[src/rtl/cache_pkg.sv]
`default_nettype none
// ============================================================================
// Module      : cache_pkg
// Description : Shared constants, state encoding and line-address helper for
//               the cache refill path.
// Revision    : 1.0 - initial release
// ============================================================================
package cache_pkg;

    localparam int unsigned C_LINE_WORDS = 4;
    localparam int unsigned C_WIDX_W     = $clog2(C_LINE_WORDS);

    localparam int unsigned      C_ST_W    = 3;
    localparam logic [C_ST_W-1:0] C_ST_IDLE = 3'd0;
    localparam logic [C_ST_W-1:0] C_ST_REQ  = 3'd1;
    localparam logic [C_ST_W-1:0] C_ST_FILL = 3'd2;
    localparam logic [C_ST_W-1:0] C_ST_TAG  = 3'd3;
    localparam logic [C_ST_W-1:0] C_ST_DONE = 3'd4;

    typedef enum logic [C_ST_W-1:0] {
        ST_IDLE = C_ST_IDLE,
        ST_REQ  = C_ST_REQ,
        ST_FILL = C_ST_FILL,
        ST_TAG  = C_ST_TAG,
        ST_DONE = C_ST_DONE
    } state_t;

    // All-ones mask with the low off_bits cleared; AND with an address to get its line base.
    function automatic logic [63:0] line_base_mask(input int unsigned off_bits);
        logic [63:0] v_offset_mask;
        v_offset_mask = (64'd1 << off_bits) - 64'd1;
        return ~v_offset_mask;
    endfunction

endpackage
`default_nettype wire

[src/rtl/refill_word_counter.sv]
`default_nettype none
// ============================================================================
// Module      : refill_word_counter
// Description : Word-index counter for line transfers with clear, increment
//               and last-word flag; wraps to zero after the last word.
// Revision    : 1.0 - initial release
// ============================================================================
module refill_word_counter #(
    parameter int WIDTH = 2
) (
    input  logic             clk,
    input  logic             rst_n,
    input  logic             i_clr,
    input  logic             i_inc,
    output logic [WIDTH-1:0] o_cnt,
    output logic             o_last
);

    logic [WIDTH-1:0] r_cnt;

    always_ff @(posedge clk or negedge rst_n) begin
        if (!rst_n) begin
            r_cnt <= '0;
        end else if (i_clr) begin
            r_cnt <= '0;
        end else if (i_inc) begin
            r_cnt <= r_cnt + WIDTH'(1);
        end
    end

    assign o_cnt  = r_cnt;
    assign o_last = &r_cnt;

endmodule
`default_nettype wire

[src/rtl/cache_refill_ctrl.sv]
`default_nettype none
// ============================================================================
// Module      : cache_refill_ctrl
// Description : Cache miss handler: stalls the CPU, fetches a whole line over
//               a req/ack burst, writes data and tag arrays, then releases.
// Revision    : 1.0 - initial release
// ============================================================================
module cache_refill_ctrl
    import cache_pkg::*;
#(
    parameter int ADDR_W     = 32,
    parameter int DATA_W     = 32,
    parameter int LINE_WORDS = C_LINE_WORDS
) (
    input  logic                          clk,
    input  logic                          rst_n,
    input  logic                          cache_enable,
    input  logic [ADDR_W-1:0]             cpu_addr,
    input  logic                          tag_hit,
    output logic                          cache_busy_n,
    output logic                          rd_valid,
    output logic                          mem_req,
    output logic [ADDR_W-1:0]             mem_addr,
    input  logic                          mem_ack,
    input  logic                          mem_rvalid,
    input  logic [DATA_W-1:0]             mem_rdata,
    input  logic                          mem_err,
    output logic                          data_we,
    output logic [$clog2(LINE_WORDS)-1:0] data_widx,
    output logic [DATA_W-1:0]             data_wdata,
    output logic                          tag_we,
    output logic                          refill_err
);

    localparam int WIDX_W = $clog2(LINE_WORDS);
    localparam int OFF_W  = $clog2(LINE_WORDS * DATA_W / 8);
    localparam logic [ADDR_W-1:0] C_BASE_MASK = ADDR_W'(line_base_mask(OFF_W));

    state_t r_state;
    state_t w_next_state;

    logic              w_hit_pulse;
    logic              w_miss;
    logic              w_word;
    logic              w_abort;
    logic [WIDX_W-1:0] w_cnt;
    logic              w_cnt_last;

    logic              r_busy_n;
    logic              r_rd_valid;
    logic [ADDR_W-1:0] r_mem_addr;
    logic              r_data_we;
    logic [WIDX_W-1:0] r_data_widx;
    logic [DATA_W-1:0] r_data_wdata;
    logic              r_refill_err;

    refill_word_counter #(
        .WIDTH (WIDX_W)
    ) u_word_counter (
        .clk    (clk),
        .rst_n  (rst_n),
        .i_clr  (w_miss | w_abort),
        .i_inc  (w_word),
        .o_cnt  (w_cnt),
        .o_last (w_cnt_last)
    );

    always_ff @(posedge clk or negedge rst_n) begin
        if (!rst_n) begin
            r_state <= ST_IDLE;
        end else begin
            r_state <= w_next_state;
        end
    end

    always_comb begin
        w_next_state = r_state;
        w_hit_pulse  = 1'b0;
        w_miss       = 1'b0;
        w_word       = 1'b0;
        w_abort      = 1'b0;
        case (r_state)
            ST_IDLE: begin
                if (cache_enable) begin
                    if (tag_hit) begin
                        w_hit_pulse = 1'b1;
                    end else begin
                        w_miss       = 1'b1;
                        w_next_state = ST_REQ;
                    end
                end
            end
            ST_REQ: begin
                // Error wins over a same-cycle ack; a word arriving with the ack is word 0.
                if (mem_err) begin
                    w_abort      = 1'b1;
                    w_next_state = ST_DONE;
                end else if (mem_ack) begin
                    w_word       = mem_rvalid;
                    w_next_state = ST_FILL;
                end
            end
            ST_FILL: begin
                if (mem_err) begin
                    w_abort      = 1'b1;
                    w_next_state = ST_DONE;
                end else if (mem_rvalid) begin
                    w_word = 1'b1;
                    if (w_cnt_last) begin
                        w_next_state = ST_TAG;
                    end
                end
            end
            ST_TAG:  w_next_state = ST_DONE;
            ST_DONE: w_next_state = ST_IDLE;
            default: w_next_state = ST_IDLE;
        endcase
    end

    always_ff @(posedge clk or negedge rst_n) begin
        if (!rst_n) begin
            r_busy_n     <= 1'b1;
            r_rd_valid   <= 1'b0;
            r_mem_addr   <= '0;
            r_data_we    <= 1'b0;
            r_data_widx  <= '0;
            r_data_wdata <= '0;
            r_refill_err <= 1'b0;
        end else begin
            r_rd_valid   <= w_hit_pulse;
            r_data_we    <= w_word;
            r_refill_err <= w_abort;
            if (w_word) begin
                r_data_widx  <= w_cnt;
                r_data_wdata <= mem_rdata;
            end
            if (w_miss) begin
                r_mem_addr <= cpu_addr & C_BASE_MASK;
                r_busy_n   <= 1'b0;
            end else if (w_next_state == ST_DONE) begin
                r_busy_n <= 1'b1;
            end
        end
    end

    assign cache_busy_n = r_busy_n;
    assign rd_valid     = r_rd_valid;
    assign mem_req      = (r_state == ST_REQ);
    assign mem_addr     = r_mem_addr;
    assign data_we      = r_data_we;
    assign data_widx    = r_data_widx;
    assign data_wdata   = r_data_wdata;
    assign tag_we       = (r_state == ST_TAG);
    assign refill_err   = r_refill_err;

endmodule
`default_nettype wire
[config.mk]
export PLATFORM = sky130hd
export DESIGN_NAME = cache_refill_ctrl
export DESIGN_NICKNAME = d
export VERILOG_FILES = /design/src/rtl/cache_pkg.sv /design/src/rtl/refill_word_counter.sv /design/src/rtl/cache_refill_ctrl.sv
export SDC_FILE = /design/constraint.sdc
export NUM_CORES = 1
export LEC_CHECK = 0
export CORE_ASPECT_RATIO = 0.9
export CORE_MARGIN = 3
export CORE_UTILIZATION = 35
export DETAILED_ROUTE_END_ITERATION = 8
export PLACE_DENSITY = 0.74
export SLEW_MARGIN = 25
export SYNTH_ARGS = -nofsm -noshare
export SYNTH_HDL_FRONTEND = slang
export SYNTH_SLANG_ARGS = --single-unit
[constraint.sdc]
create_clock -name clk -period 2.7 [get_ports clk]
set_input_delay 0.405 -clock clk [delete_from_list [all_inputs] [get_ports clk]]
set_output_delay 0.405 -clock clk [all_outputs]
set_load 0.02 [all_outputs]
-- Word level (Yosys, flattened, before mapping)
Index checks and enable logic that the tools add are counted.
- flip-flop bits (word level): 71
- input port bits: 71
- add/subtract/negate cells: 1
- equal/unequal tests: 4
- muxes and demuxes: 25
- bitwise gates (word level): 1
- reductions and logical operators: 5
- operators by type and width (operator ; number):
    $mux W3 ; 7
    $mux W1 ; 14
    $pmux W3 S4 ; 1
    $eq A3 B2 Y1 const B ; 2
    $mux W2 ; 2
    $reduce_bool A2 Y1 ; 2
    $eq A3 B1 Y1 const B ; 1
    $eq A3 B3 Y1 const B ; 1
    $logic_not A3 Y1 ; 1
    $add A2 B1 Y2 const B ; 1
    $pmux W1 S2 ; 1
    $reduce_and A2 Y1 ; 1
    $reduce_or A2 Y1 ; 1
    $or A1 B1 Y1 ; 1

-- Depth between registers and ports, before layout
Gate-level depths: netlist of the first run.
- word-level depth: 8
- gate-level depth with buffers: 5

-- Modules after synthesis
Synthesis of the first run repeated with hierarchy kept, for this count alone.
- cells, all modules: 172
- area, all modules: 2767.7 µm²
- by module, submodules not included (module ; instances ; cells an instance ; area each (µm²) ; seq. area each (µm²)):
    cache_refill_ctrl ; 1 ; 165 ; 2678.8 ; 1727.9
    refill_word_counter ; 1 ; 7 ; 88.8 ; 50.0

-- Worst setup path before layout of the first run
Ideal clock, no wire load.
- path type: reg2reg
- start: reg r_state[0]
- end: reg r_mem_addr[10], in the netlist mem_addr[10]
- arrival time: 1464 ps
- required time: 2575 ps
- setup slack: 1112 ps
- cell stages (with the launch flop): 6
- clock period less this slack: 1588 ps
- path through: dfrtp_1 buf_2 nor4b_2 and2b_2 buf_6 mux2_2
- word-level cells in the longest chain between the ends: 2
- RTL lines (what ; line ; text):
    from (decl) ; cache_refill_ctrl.sv:39 ; state_t r_state;
    from (signal assigned) ; cache_refill_ctrl.sv:72 ; r_state <= w_next_state;
    $logic_not A3 Y1 ; cache_refill_ctrl.sv:82 ; case (r_state)
    $mux W1 ; cache_refill_ctrl.sv:82 ;
    to (signal assigned) ; cache_refill_ctrl.sv:138 ; r_mem_addr <= cpu_addr & C_BASE_MASK;
    to (decl) ; cache_refill_ctrl.sv:51 ; logic [ADDR_W-1:0] r_mem_addr;
No other way between the ends.
A chain may end at the register's enable or synchronous reset.

-- Worst setup path in the final report of the first run
- start: reg r_state[0]
- end: out mem_req
- word-level cells in the longest chain between the ends: 1
- RTL lines (what ; line ; text):
    $eq A3 B1 Y1 ; cache_refill_ctrl.sv:148 ; assign mem_req = (r_state == ST_REQ);
    to (decl) ; cache_refill_ctrl.sv:22 ; output logic mem_req,
No other way between the ends.

==> results of run 1 <==
[power by group]
part	switching [mW]	internal (mW)
Combinational	0.889	1.08
Clock	0.389	0.758
Sequential	0.213	1.48
Total	1.49	3.32
[sequential cells by signal, indices dropped and copies added, names as in the netlist]
name and flops:
data_widx 2, r_state 3, mem_addr 28, cache_busy_n 1, refill_err 1, data_we 1, u_word_counter.o_cnt 2, data_wdata 32
rd_valid 1
[metrics by stage]
stage | util (%) | setup slack (ps) | instances
after floorplan | - | 1112 | 189
after global placement | 54.78 | 179.3 | 408
after detailed placement | 55.17 | 362.1 | 410
after CTS | 58.76 | 485.8 | 426
after global routing | 58.76 | 417.4 | 426
final | 58.76 | 510.5 | 426
[how the worst min path moves through the flow]
stage / start / endpoint / cells past startpoint
4_1_cts: rst_n / data_wdata[17]$_DFFE_PN0P_ / 1
3_5_place_dp: mem_addr[26]$_DFFE_PN0P_ / mem_addr[26]$_DFFE_PN0P_ / 1
6_report: rst_n / data_wdata[17]$_DFFE_PN0P_ / 1
5_1_grt: rst_n / mem_addr[11]$_DFFE_PN0P_ / 1
2_1_floorplan: rst_n / data_wdata[0]$_DFFE_PN0P_ / 0
3_3_place_gp: mem_addr[23]$_DFFE_PN0P_ / mem_addr[23]$_DFFE_PN0P_ / 1
[per-layer routing]
layer / track usage [%] / part of all wire [%]
met1: 16.11 / 40
met2: 23.64 / 50
met3: 6.540 / 9.3
met4: 4.319 / 0.61
met5: 0 / 0
[placed cells by master, fill, tap and decap left out, types with 2 or more instances in the layout]
cell	instances
sky130_fd_sc_hd__bufinv_16	4
sky130_fd_sc_hd__a21oi_1	3
sky130_fd_sc_hd__mux2_2	53
sky130_fd_sc_hd__clkbuf_8	11
sky130_fd_sc_hd__or3b_1	2
sky130_fd_sc_hd__clkdlybuf4s50_1	133
sky130_fd_sc_hd__nand2_1	3
sky130_fd_sc_hd__nor2_1	2
sky130_fd_sc_hd__conb_1	4
sky130_fd_sc_hd__a31oi_1	2
sky130_fd_sc_hd__inv_1	2
sky130_fd_sc_hd__nand2b_1	2
sky130_fd_sc_hd__nand3_1	2
sky130_fd_sc_hd__buf_8	2
sky130_fd_sc_hd__dfrtp_1	70
sky130_fd_sc_hd__o21ai_0	2
sky130_fd_sc_hd__buf_4	2
sky130_fd_sc_hd__nor3b_1	2
sky130_fd_sc_hd__mux2_1	9
[synthesized netlist by cell type (2+ instances only)]
cell type	n
sky130_fd_sc_hd__inv_1	2
sky130_fd_sc_hd__nand2_1	3
sky130_fd_sc_hd__o21ai_0	2
sky130_fd_sc_hd__nand3_1	2
sky130_fd_sc_hd__buf_6	6
sky130_fd_sc_hd__a31oi_1	2
sky130_fd_sc_hd__buf_2	2
sky130_fd_sc_hd__nand2b_1	2
sky130_fd_sc_hd__buf_4	4
sky130_fd_sc_hd__nor2_1	2
sky130_fd_sc_hd__dfrtp_1	70
sky130_fd_sc_hd__or3b_1	2
sky130_fd_sc_hd__a21oi_1	3
sky130_fd_sc_hd__nor3b_1	2
sky130_fd_sc_hd__mux2_1	9
sky130_fd_sc_hd__mux2_2	53
[final cells by class]
class,instances,area share [%]
Timing Repair Buffer,138,30.58
Clock inverter,5,2.795
Tap cell,96,2.631
Inverter,2,0.1644
Sequential cell,71,38.94
Clock buffer,11,3.316
Multi-Input combinational cell,103,21.57
[logic make-up after synthesis]
family,after synthesis,share of synthesized area [%]
AOI/OAI and AO/OA,14,3.662
xor gates and xnor gates,1,0.3052
adders and majority gates,1,0.4359
buffers and inverters,15,4.141
DFF,71,61.94
muxes,62,24.32
other,1,0.1307
and+or+nand+nor,21,5.057
[worst max-delay path: stages (launching register included)]
cell and delay [ps]:
sky130_fd_sc_hd__dfrtp_1 560, sky130_fd_sc_hd__nor3b_1 240, sky130_fd_sc_hd__clkdlybuf4s50_1 650
==> flow_results.org, run 1 <==
** Logic synthesis
- #FFs+latches synth :: 71
- Counting flops with an async set or reset pin after synthesis yields a share of 100.0%.
- The Yosys step of the flow raised 0 warnings.
- Post-synthesis cell count :: 186
- For this run, the register share of the synthesized area comes to 61.94%.
- By area the synthesized netlist is led by sky130_fd_sc_hd__dfrtp_1, sky130_fd_sc_hd__mux2_2, sky130_fd_sc_hd__mux2_1.
- Each instance of the synthesized netlist takes up on average 15.43 um2.
- The largest total area in the synthesized netlist belongs to sky130_fd_sc_hd__dfrtp_1.
- Post-synthesis cell area :: 0.002870 mm2
- The top cell type by area accounts for 61.03% of the synthesized area.
- Number of distinct standard cells referenced by the synthesized netlist :: 36
- Top_reg_cell synth :: sky130_fd_sc_hd__dfrtp_1
- Count of flip-flops with a built-in enable after synthesis :: 0

** Clocking
- CTS saw 71 sinks.
- Clk slew on worst S/H paths :: 70 ps
- Counting along the longest clock path gives a buffer depth of 2.
- Number of buffers created by CTS :: 9
- H-tree level count :: 3
- Buffer type at the clock tree root :: sky130_fd_sc_hd__clkbuf_8
- Clock network latency to the later pin of the worst-skew pair :: 340 ps
- Post-CTS repair timing setup buffer count :: 0
- Post-CTS repair changed the size of 0 cells.
- TritonCTS built the clock tree.
- For this design, the CTS-stage hold fixing added 0 buffers.

** Worst setup path
- Worst r2r path cells :: 5
- Crit. End Element :: output port
- The worst register-to-register path ends at data_wdata[20]$_DFFE_PN0P_.
- In this run the worst path has a maximum fanout of 12.
- In this run the critical register-to-register path is launched from r_state[0]$_DFF_PN0_.
- Worst path required time :: 2300 ps
- Capturing instance or port of the critical path :: mem_req
- By startpoint and endpoint, the worst setup path is classified as reg -> out.
- Setup slack on the worst reg-to-reg path comes out at 680 ps.
- In this run the worst setup path begins at r_state[0]$_DFF_PN0_.
- At the worst endpoint, the arrival time is 1780 ps.
- STA classifies the critical path startpoint as a flop.

** Timing
- After layout, the minimum clock period comes to 2189 ps.
- The hold violation count in the final report came to 0.
- At the pin with the least slew margin, the transition time is 889.4 ps.
- Setup repair after global routing left no endpoint under its margin.
- Final worst-path cycle share :: 81.09%
- Max_slew headroom :: 40.71%
- The max-slew violation total from the final report is 0.
- Setup violations remaining at the end of the flow were counted as 0.
- Adding up every negative setup slack in the final design gives 0 ps.
- Static timing analysis puts the maximum clock frequency at 456.7 MHz.
- Worst-case clock skew :: 5.924 ps
- Worst hold slack :: 160.0 ps

** Die
- Initial Util :: 36.94%
- Die width :: 101.5 um
- 143 I/O pins were placed.
- The floorplan has 30 rows.
- Chip Height :: 91.91 um
- The core region is 0.007770 mm2.
- The floorplan step defined a die boundary enclosing 0.009325 mm2.

** Placed design
- The placed instances occupy a cell area of 0.004287 mm2.
- Number of buffer cells added on primary ports :: 134
- Detail Placement HPWL :: 4.693 mm
- Last weighted congestion value of the routability-driven placer :: 0.7555

** Drt
- Dividing the detail-routed via count by the number of cells gives 4.692.
- Wirelength, routed :: 6.397 mm
- For this block, the via count after detailed routing is 1999.
- For this block, the initial DRC count from the detailed router was 41.
- After detailed routing, the average wire length per cell comes to 15.02 um.
- After detailed routing, the number of remaining DRC violations is 0.
- Before antenna repair, the detailed router went through 4 iterations.
- Post-detailed-route count of antenna-violating nets :: 0

** Flow run
- Across the run, the number of max-cap violations was 0.

** Global routing
- Global routing used 14.18% of the available tracks across all layers.
- The first global-routing pass estimated 10.19 mm of wire.
- Global-route congestion overflow total :: 0
- Number of antenna violations at the first check in global routing :: 0
- The number of global-route vias before repair is 2066.
- Largest net degree at the start of global routing :: 72

** Power and ir drop
- Power density normalized to cell area :: 1055 mW/mm2
- Leakage power :: 1.924 nW
- Power comes to 4.816 mW.
- VDD sags by at most 0.7245 mV.

** Finish
- Compared with the post-synthesis result, the final layout area differs by 59.07%.
- Once layout is done, the placed cells without fillers occupy 0.004566 mm2.
- Ant diodes :: 0
- Number of nets in the layout :: 397
- The filler cells instantiated in the layout total 644.
- The sequential cells in the finished layout cover a total of 0.001778 mm2.
- Area of the multi-input gates :: 984.7 um2
- Cells with a size suffix above 1 make up 24.55% of the layout.

** Status
- Result of the run :: completed

** Hold path
- The min-delay analysis places its worst path in the category in -> async.
No activity file was read; power rests on OpenSTA's default activity.
==> inputs of run 2 (changes only) <==
--- a/config.mk
+++ b/config.mk
@@ -9,7 +9,7 @@
 export CORE_MARGIN = 3
 export CORE_UTILIZATION = 35
 export DETAILED_ROUTE_END_ITERATION = 8
-export PLACE_DENSITY = 0.74
+export PLACE_DENSITY = 0.77
 export SLEW_MARGIN = 25
 export SYNTH_ARGS = -nofsm -noshare
 export SYNTH_HDL_FRONTEND = slang
==> constraint.sdc (replaced) <==
create_clock -name clk -period 2 [get_ports clk]
set_input_delay 0.3 -clock clk [delete_from_list [all_inputs] [get_ports clk]]
set_output_delay 0.3 -clock clk [all_outputs]
set_load 0.02 [all_outputs]
==> flow_results.org, run 2 (same netlist as run 1, synthesis figures left out) <==
** Clocking
- Buffer type at the clock tree root :: sky130_fd_sc_hd__clkbuf_8
- Number of buffers created by CTS :: 9 (unchanged)
- TritonCTS built the clock tree.
- Clock tree sinks :: 71 (unchanged)
- The post-CTS clock slew at the launch and capture registers of the worst setup and hold paths was 70 ps (about the same).
- The maximum clock insertion buffer count is 2 (unchanged).
- The count of H-tree levels built during CTS was 3 (unchanged).
- The clock network latency to the later pin of the worst-skew pair is 330 ps (about the same).

** Placed design
- Number of buffer cells added on primary ports :: 134 (unchanged)
- Detail Placement HPWL :: 4.709 mm (+0.34%)
- The final RePlAce weighted congestion was 0.7742 (+2.5%).

** Drt
- Vias :: 1997 (-0.10%)
- The number of design rule violations left after detail routing was 0 (unchanged).
- DRT iter0 DRCs :: 37 (-9.8%)
- Via-to-Cell Ratio :: 4.623 (-1.5%)
- Post-detailed-route count of antenna-violating nets :: 0 (unchanged)
- Average wire per cell in the routed design :: 14.85 um (-1.1%)
- TritonRoute pass-1 iters :: 4 (unchanged)
- The wire length reported by the detailed router was 6.416 mm (+0.30%).

** Worst setup path
- The critical path goes through nand2_1 > nor2_1 > clkdlybuf4s50_1.
- The most critical setup path has its startpoint at r_state[0]$_DFF_PN0_.
- In this run the critical register-to-register path is launched from r_state[1]$_DFF_PN0_.
- The setup path with the least slack is of type reg -> out.
- The count of cells along the worst register-to-register path is 5 (unchanged).
- Register-to-Register Setup Slack :: 220 ps (-460 ps)
- For this design, the slowest cell found on the critical path is sky130_fd_sc_hd__clkdlybuf4s50_1.
- STA classifies the critical path startpoint as a flop.
- The arrival time at the worst endpoint is 1590 ps (-190 ps).
- Worst path required time :: 1700 ps (-600 ps)
- The biggest cell delay along the critical path is 620 ps (-30 ps).
- STA classifies the critical path endpoint as an output port.
- The maximum net fanout on the critical path is 12 (unchanged).
- Following the worst setup path forward leads to its endpoint at tag_we.
- End of the worst register-to-register path :: mem_addr[6]$_DFFE_PN0P_

** Finish
- Core utilization of the finished layout :: 58.37% (-0.39 points)
- The number of antenna repair diodes was 0 (unchanged).
- In the layout the commonest cells are sky130_fd_sc_hd__clkdlybuf4s50_1, sky130_fd_sc_hd__dfrtp_1, sky130_fd_sc_hd__mux2_2.
- The number of nets in the layout was 403 (+1.5%).
- Leaving out fill and tap cells, the most frequent cell in the layout is sky130_fd_sc_hd__clkdlybuf4s50_1.
- Compared with the post-synthesis result, the final layout area differs by 58.02%.
- The share of cells above drive strength 1 was 25.60% (+1.0 points).
- The number of fill cells in the layout is 650 (+0.93%).
- Number of flip-flops under the largest register name :: 32 (unchanged)

** Timing
- Worst-case clock skew :: 6.079 ps (+0.1548 ps)
- Setup repair after global routing left no endpoint under its margin.
- After layout, the worst path uses 94.43% of the clock period.
- The hold violation count in the final report was 0 (unchanged).
- Based on the critical path, the design can be clocked at up to 529.5 MHz.
- Number of setup violations in the final report :: 0 (unchanged)
- Final count of pins violating max slew :: 0 (unchanged)
- Accumulated negative setup slack :: 0 ps (unchanged)
- Time the worst path needs with I/O delays and setup :: 1889 ps

** Global routing
- The number of antenna violations at the first check in global routing was 0 (unchanged).
- Largest net degree at the start of global routing :: 47 (-35%)
- Global routing usage summed across all routing layers :: 14.13% (-0.045 points)
- Global-route congestion overflow total :: 0 (unchanged)
- Number of global-route vias before repair :: 2100 (+1.6%)
- The first-pass GRT wire length is 10.32 mm (+1.3%).

** Power and ir drop
- Power density normalized to cell area :: 1337 mW/mm2 (+27%)
- The static leakage power came to 1.925 nW (about the same).
- The maximum resistive drop on vdd came to 0.6107 mV (-16%).
- The power after layout came to 6.064 mW (+26%).

** Die
- The overall die area is 0.009325 mm2 (unchanged).
- Core outline area :: 0.007770 mm2 (unchanged)
- Die width :: 101.5 um (unchanged)
- Chip Height :: 91.91 um (unchanged)
- The floorplan row count was 30 (unchanged).
- The initial standard-cell utilization of the core came to 36.94% (unchanged).
- I/O pin cnt :: 143 (unchanged)

** Flow run
- MaxCap Viol Count :: 0 (unchanged)

** Status
- The run finished with clean final reports.

** Hold path
- The min-delay analysis places its worst path in the category in -> async.
-- run 2: metal layers --
layer  track usage (%)  share of wire, %  wire [um]  vias up
met4             4.319               1.1         71        0
met5                 0                 0          0        -
met3             5.551               7.9        506        7
li1                  -                 -          -      938
met1             16.06                40       2564      978
met2             24.24                51       3273       74
-- run 2: final cells by class --
cell class	count	area, um2	area share [%]
timing repair buffer	144	1453	32.03
multi-input combinational	103	984.7	21.71
clock inverter	4	45.04	0.9931
clock buffer	12	145.1	3.200
sequential	71	1780	39.26
inverter	2	7.507	0.1655
tap	96	120.1	2.648
-- run 2: stage by stage --
| step | instance area (um2) | hold WS, ps | std cells | worst slack, ps |
|---|---|---|---|---|
| 2_1_floorplan | 2882 | 4.409 | 189 | 411.7 |
| 3_3_place_gp | 4304 | 235.1 | 411 | 146.2 |
| 3_5_place_dp | 4304 | 239.2 | 411 | 117.3 |
| 4_1_cts | 4506 | 424.4 | 428 | 50.96 |
| 5_1_grt | 4536 | 452.6 | 432 | 10.04 |
| 6_report | 4536 | 426.2 | 432 | 111.5 |
-- run 2: how the worst min path moves through the flow --
stage / end / slack, ps / cells past startpoint
after floorplan: data_wdata[0]$_DFFE_PN0P_ / 4 / 0
after global placement: mem_addr[17]$_DFFE_PN0P_ / 240 / 1
after detailed placement: mem_addr[17]$_DFFE_PN0P_ / 240 / 1
after CTS: mem_addr[17]$_DFFE_PN0P_ / 420 / 2
after global routing: mem_addr[16]$_DFFE_PN0P_ / 450 / 2
final: mem_addr[16]$_DFFE_PN0P_ / 430 / 2
-- run 2: repair_timing --
action | 4_1_cts | 5_1_grt
pin swaps | 0 | 0
hold buffers | 1 | 0
resized for setup | 3 | 0
setup buffers | 0 | 4
setup endpoints to repair | 2 | 1
hold endpoints to repair | 25 | 0
-- run 2: where the power goes --
| part | switching, mW | internal [mW] | total [mW] |
|---|---|---|---|
| Sequential | 0.287 | 2.00 | 2.29 |
| Clock | 0.498 | 0.605 | 1.10 |
| Combinational | 1.20 | 1.47 | 2.67 |
| Total | 1.98 | 4.08 | 6.06 |
-- run 2: critical path: cells and delay by family, from the launching register on --
family | cells | cell delay (ps)
buf+inv | 1 | 620
flops | 1 | 480
simple gates | 2 | 160
==> inputs of run 3 (changes only) <==
--- a/config.mk
+++ b/config.mk
@@ -9,7 +9,7 @@
 export CORE_MARGIN = 3
 export CORE_UTILIZATION = 35
 export DETAILED_ROUTE_END_ITERATION = 8
-export PLACE_DENSITY = 0.77
+export PLACE_DENSITY = 0.74
 export SLEW_MARGIN = 25
 export SYNTH_ARGS = -nofsm -noshare
 export SYNTH_HDL_FRONTEND = slang
==> flow_results.org, run 3 (same netlist as run 1, synthesis figures left out) <==
** Timing
- The count of endpoints failing setup in the final report came to 0 (unchanged).
- Accumulated negative setup slack :: 0 ps (unchanged)
- Worst-case clock skew :: 10.19 ps (+4.107 ps)
- The final clock period utilization by the worst path is 91.50% (-2.9 points).
- Final count of pins violating max slew :: 0 (unchanged)
- The shortest period the worst path allows was 1830 ps (-58.45 ps).
- Worst hold slack :: 468.2 ps (+41.95 ps)
- The maximum clock frequency was 546.4 MHz (+3.2%).
- Unrepaired setup endpoints after global routing :: no
- The hold violation count in the final report is 0 (unchanged).

** Drt
- Vias :: 1992 (-0.25%)
- The count of routing violations after the opening detailed-route iteration is 78 (+110%).
- The number of detailed-routing iterations run before antenna repair is 3 (-1).
- The number of design rule violations left after detail routing came to 0 (unchanged).
- Wirelength, routed :: 6.274 mm (-2.2%)
- Post-detailed-route count of antenna-violating nets :: 0 (unchanged)
- The mean number of vias per cell came to 4.600 (-0.48%).
- Average wire per cell in the routed design :: 14.49 um (-2.4%)

** Finish
- The number of nets in the layout was 404 (+0.25%).
- Register cell area after layout :: 0.001780 mm2 (unchanged)
- In the layout the commonest cells are sky130_fd_sc_hd__clkdlybuf4s50_1, sky130_fd_sc_hd__dfrtp_1, sky130_fd_sc_hd__mux2_2.
- Area of the multi-input gates :: 984.7 um2 (unchanged)
- Final std cell area, no fill :: 0.004587 mm2 (+1.1%)
- Most common cell after layout, fill and taps aside :: sky130_fd_sc_hd__clkdlybuf4s50_1
- FILL cells :: 640 (-1.5%)
- The area growth from synthesis to layout is 59.81%.
- Layout cells sized above 1 :: 26.11% (+0.52 points)
- The number of antenna repair diodes came to 0 (unchanged).
- The flip-flop count of the largest register after layout came to 32 (unchanged).

** Power and ir drop
- The ratio of total power to cell area was 1362 mW/mm2 (+1.9%).
- Leakage power :: 1.959 nW (+1.8%)
- The maximum resistive drop on vdd is 0.7272 mV (+19%).

** Clocking
- Number of buffers created by CTS :: 9 (unchanged)
- Clock tree from TritonCTS :: built
- The root buffer cell chosen for the clock tree is sky130_fd_sc_hd__clkbuf_8.
- The post-CTS clock slew at the launch and capture registers of the worst setup and hold paths was 70 ps (about the same).
- The total clock sinks came to 71 (unchanged).
- The count of H-tree levels built during CTS came to 3 (unchanged).
- The clock network latency to the later pin of the worst-skew pair was 330 ps (about the same).
- The maximum clock insertion buffer count came to 2 (unchanged).

** Status
- The run finished with clean final reports.

** Die
- The core area came to 0.007770 mm2 (unchanged).
- Cell Rows :: 30 (unchanged)
- Overall die area :: 0.009325 mm2 (unchanged)
- Chip Height :: 91.91 um (unchanged)
- The initial standard-cell utilization of the core is 36.94% (unchanged).
- I/O pin cnt :: 143 (unchanged)
- Die width :: 101.5 um (unchanged)

** Global routing
- Number of antenna violations at the first check in global routing :: 0 (unchanged)
- The first-pass GRT wire length was 10.21 mm (-1.1%).
- The overall track demand over capacity in global routing was 14.13% (about the same).
- Number of global-route vias before repair :: 2065 (-1.7%)
- Global-route congestion overflow total :: 0 (unchanged)
- Largest net degree at the start of global routing :: 39 (-17%)

** Worst setup path
- Worst r2r path cells :: 5 (unchanged)
- The arrival time at the worst endpoint was 1530 ps (-60 ps).
- The maximum net fanout on the critical path was 8 (-4).
- Type of the worst setup path :: reg -> out
- CP startpoint kind :: flop
- Crit. End Element :: output port
- The data required time at the worst endpoint came to 1700 ps (about the same).

** Hold path
- Class of the worst hold path :: in -> async

** Placed design
- Detail Placement HPWL :: 4.836 mm (+2.7%)
- Total cell area at the placement stage :: 0.004327 mm2 (+0.52%)
- Last weighted congestion value of the routability-driven placer :: 0.7791 (+0.63%)
- The count of port buffers added during placement came to 134 (unchanged).

** Flow run
- MaxCap Viol Count :: 0 (unchanged)
==> run 3: cell count changes in the layout (fill, tap and decap cells not counted), sizes merged <==
| cell | previous run | this run |
|---|---|---|
| clkinvlp | 0 | 1 |
| clkdlybuf4s50 | 132 | 131 |
| dlymetal6s2s | 0 | 1 |
| inv | 2 | 3 |
| bufinv | 1 | 2 |
| clkinv | 3 | 0 |
| buf | 10 | 11 |
==> run 3: final cells by class <==
| type | count | area share [%] |
|---|---|---|
| clock buffers | 12 | 3.382 |
| clock inverters | 4 | 1.664 |
| inverters | 2 | 0.1637 |
| multi-input cells | 103 | 21.47 |
| flip-flops and latches | 71 | 38.82 |
| well taps | 96 | 2.619 |
| repair buffers | 145 | 31.89 |
==> run 3: report_power, final <==
part | switching, mW | internal [mW] | total [mW]
Sequential | 0.292 | 2.00 | 2.30
Clock | 0.511 | 0.775 | 1.29
Combinational | 1.19 | 1.47 | 2.66
Total | 2.00 | 4.25 | 6.25
==> run 3: metal layers <==
layer / GRT usage [%] / routed length [um] / share of wire, % / up-vias
met3: 6.312 / 574 / 9.1 / 8
met5: 0 / 0 / 0 / -
met1: 17.25 / 2516 / 40 / 953
met2: 22.39 / 3116 / 50 / 85
met4: 4.319 / 67 / 1.1 / 0
li1: - / - / - / 946
==> run 3: critical path, stage by stage (launching register included) <==
cell                            delay, ps
sky130_fd_sc_hd__dfrtp_2              450
sky130_fd_sc_hd__buf_4                180
sky130_fd_sc_hd__nor3b_1              210
sky130_fd_sc_hd__dlygate4sd2_1        370
==> run 3: what timing repair did <==
action	4_1_cts	5_1_grt
hold buffers	1	0
buffers inserted	0	2
endpoints found under the hold margin	36	0
setup endpoints to repair	2	1
resized for setup	3	1
==> run 3: worst paths after layout <==
path / from / to / slack, ps
setup reg to reg: r_state[1]$_DFF_PN0_ / data_wdata[28]$_DFFE_PN0P_ / 230
hold / removal: rst_n / data_wdata[22]$_DFFE_PN0P_ / 470
hold reg to reg: mem_addr[21]$_DFFE_PN0P_ / mem_addr[21]$_DFFE_PN0P_ / 490
setup / recovery: r_state[1]$_DFF_PN0_ / mem_req / 170
max in group asynchronous: rst_n / cache_busy_n$_DFFE_PN1P_ / 950
min in group clk: mem_addr[21]$_DFFE_PN0P_ / mem_addr[21]$_DFFE_PN0P_ / 490
==> run 3: per-stage QoR <==
stage	setup slack (ps)	std cells	total power, mW	utilization (%)
final	169.9	433	6.247	59.03
after global routing	105.1	433	6.635	59.03
after CTS	49.89	431	6.347	58.81
after detailed placement	59.50	414	5.032	55.68
after global placement	99.74	414	4.955	55.68
after floorplan	411.7	189	3.596	-
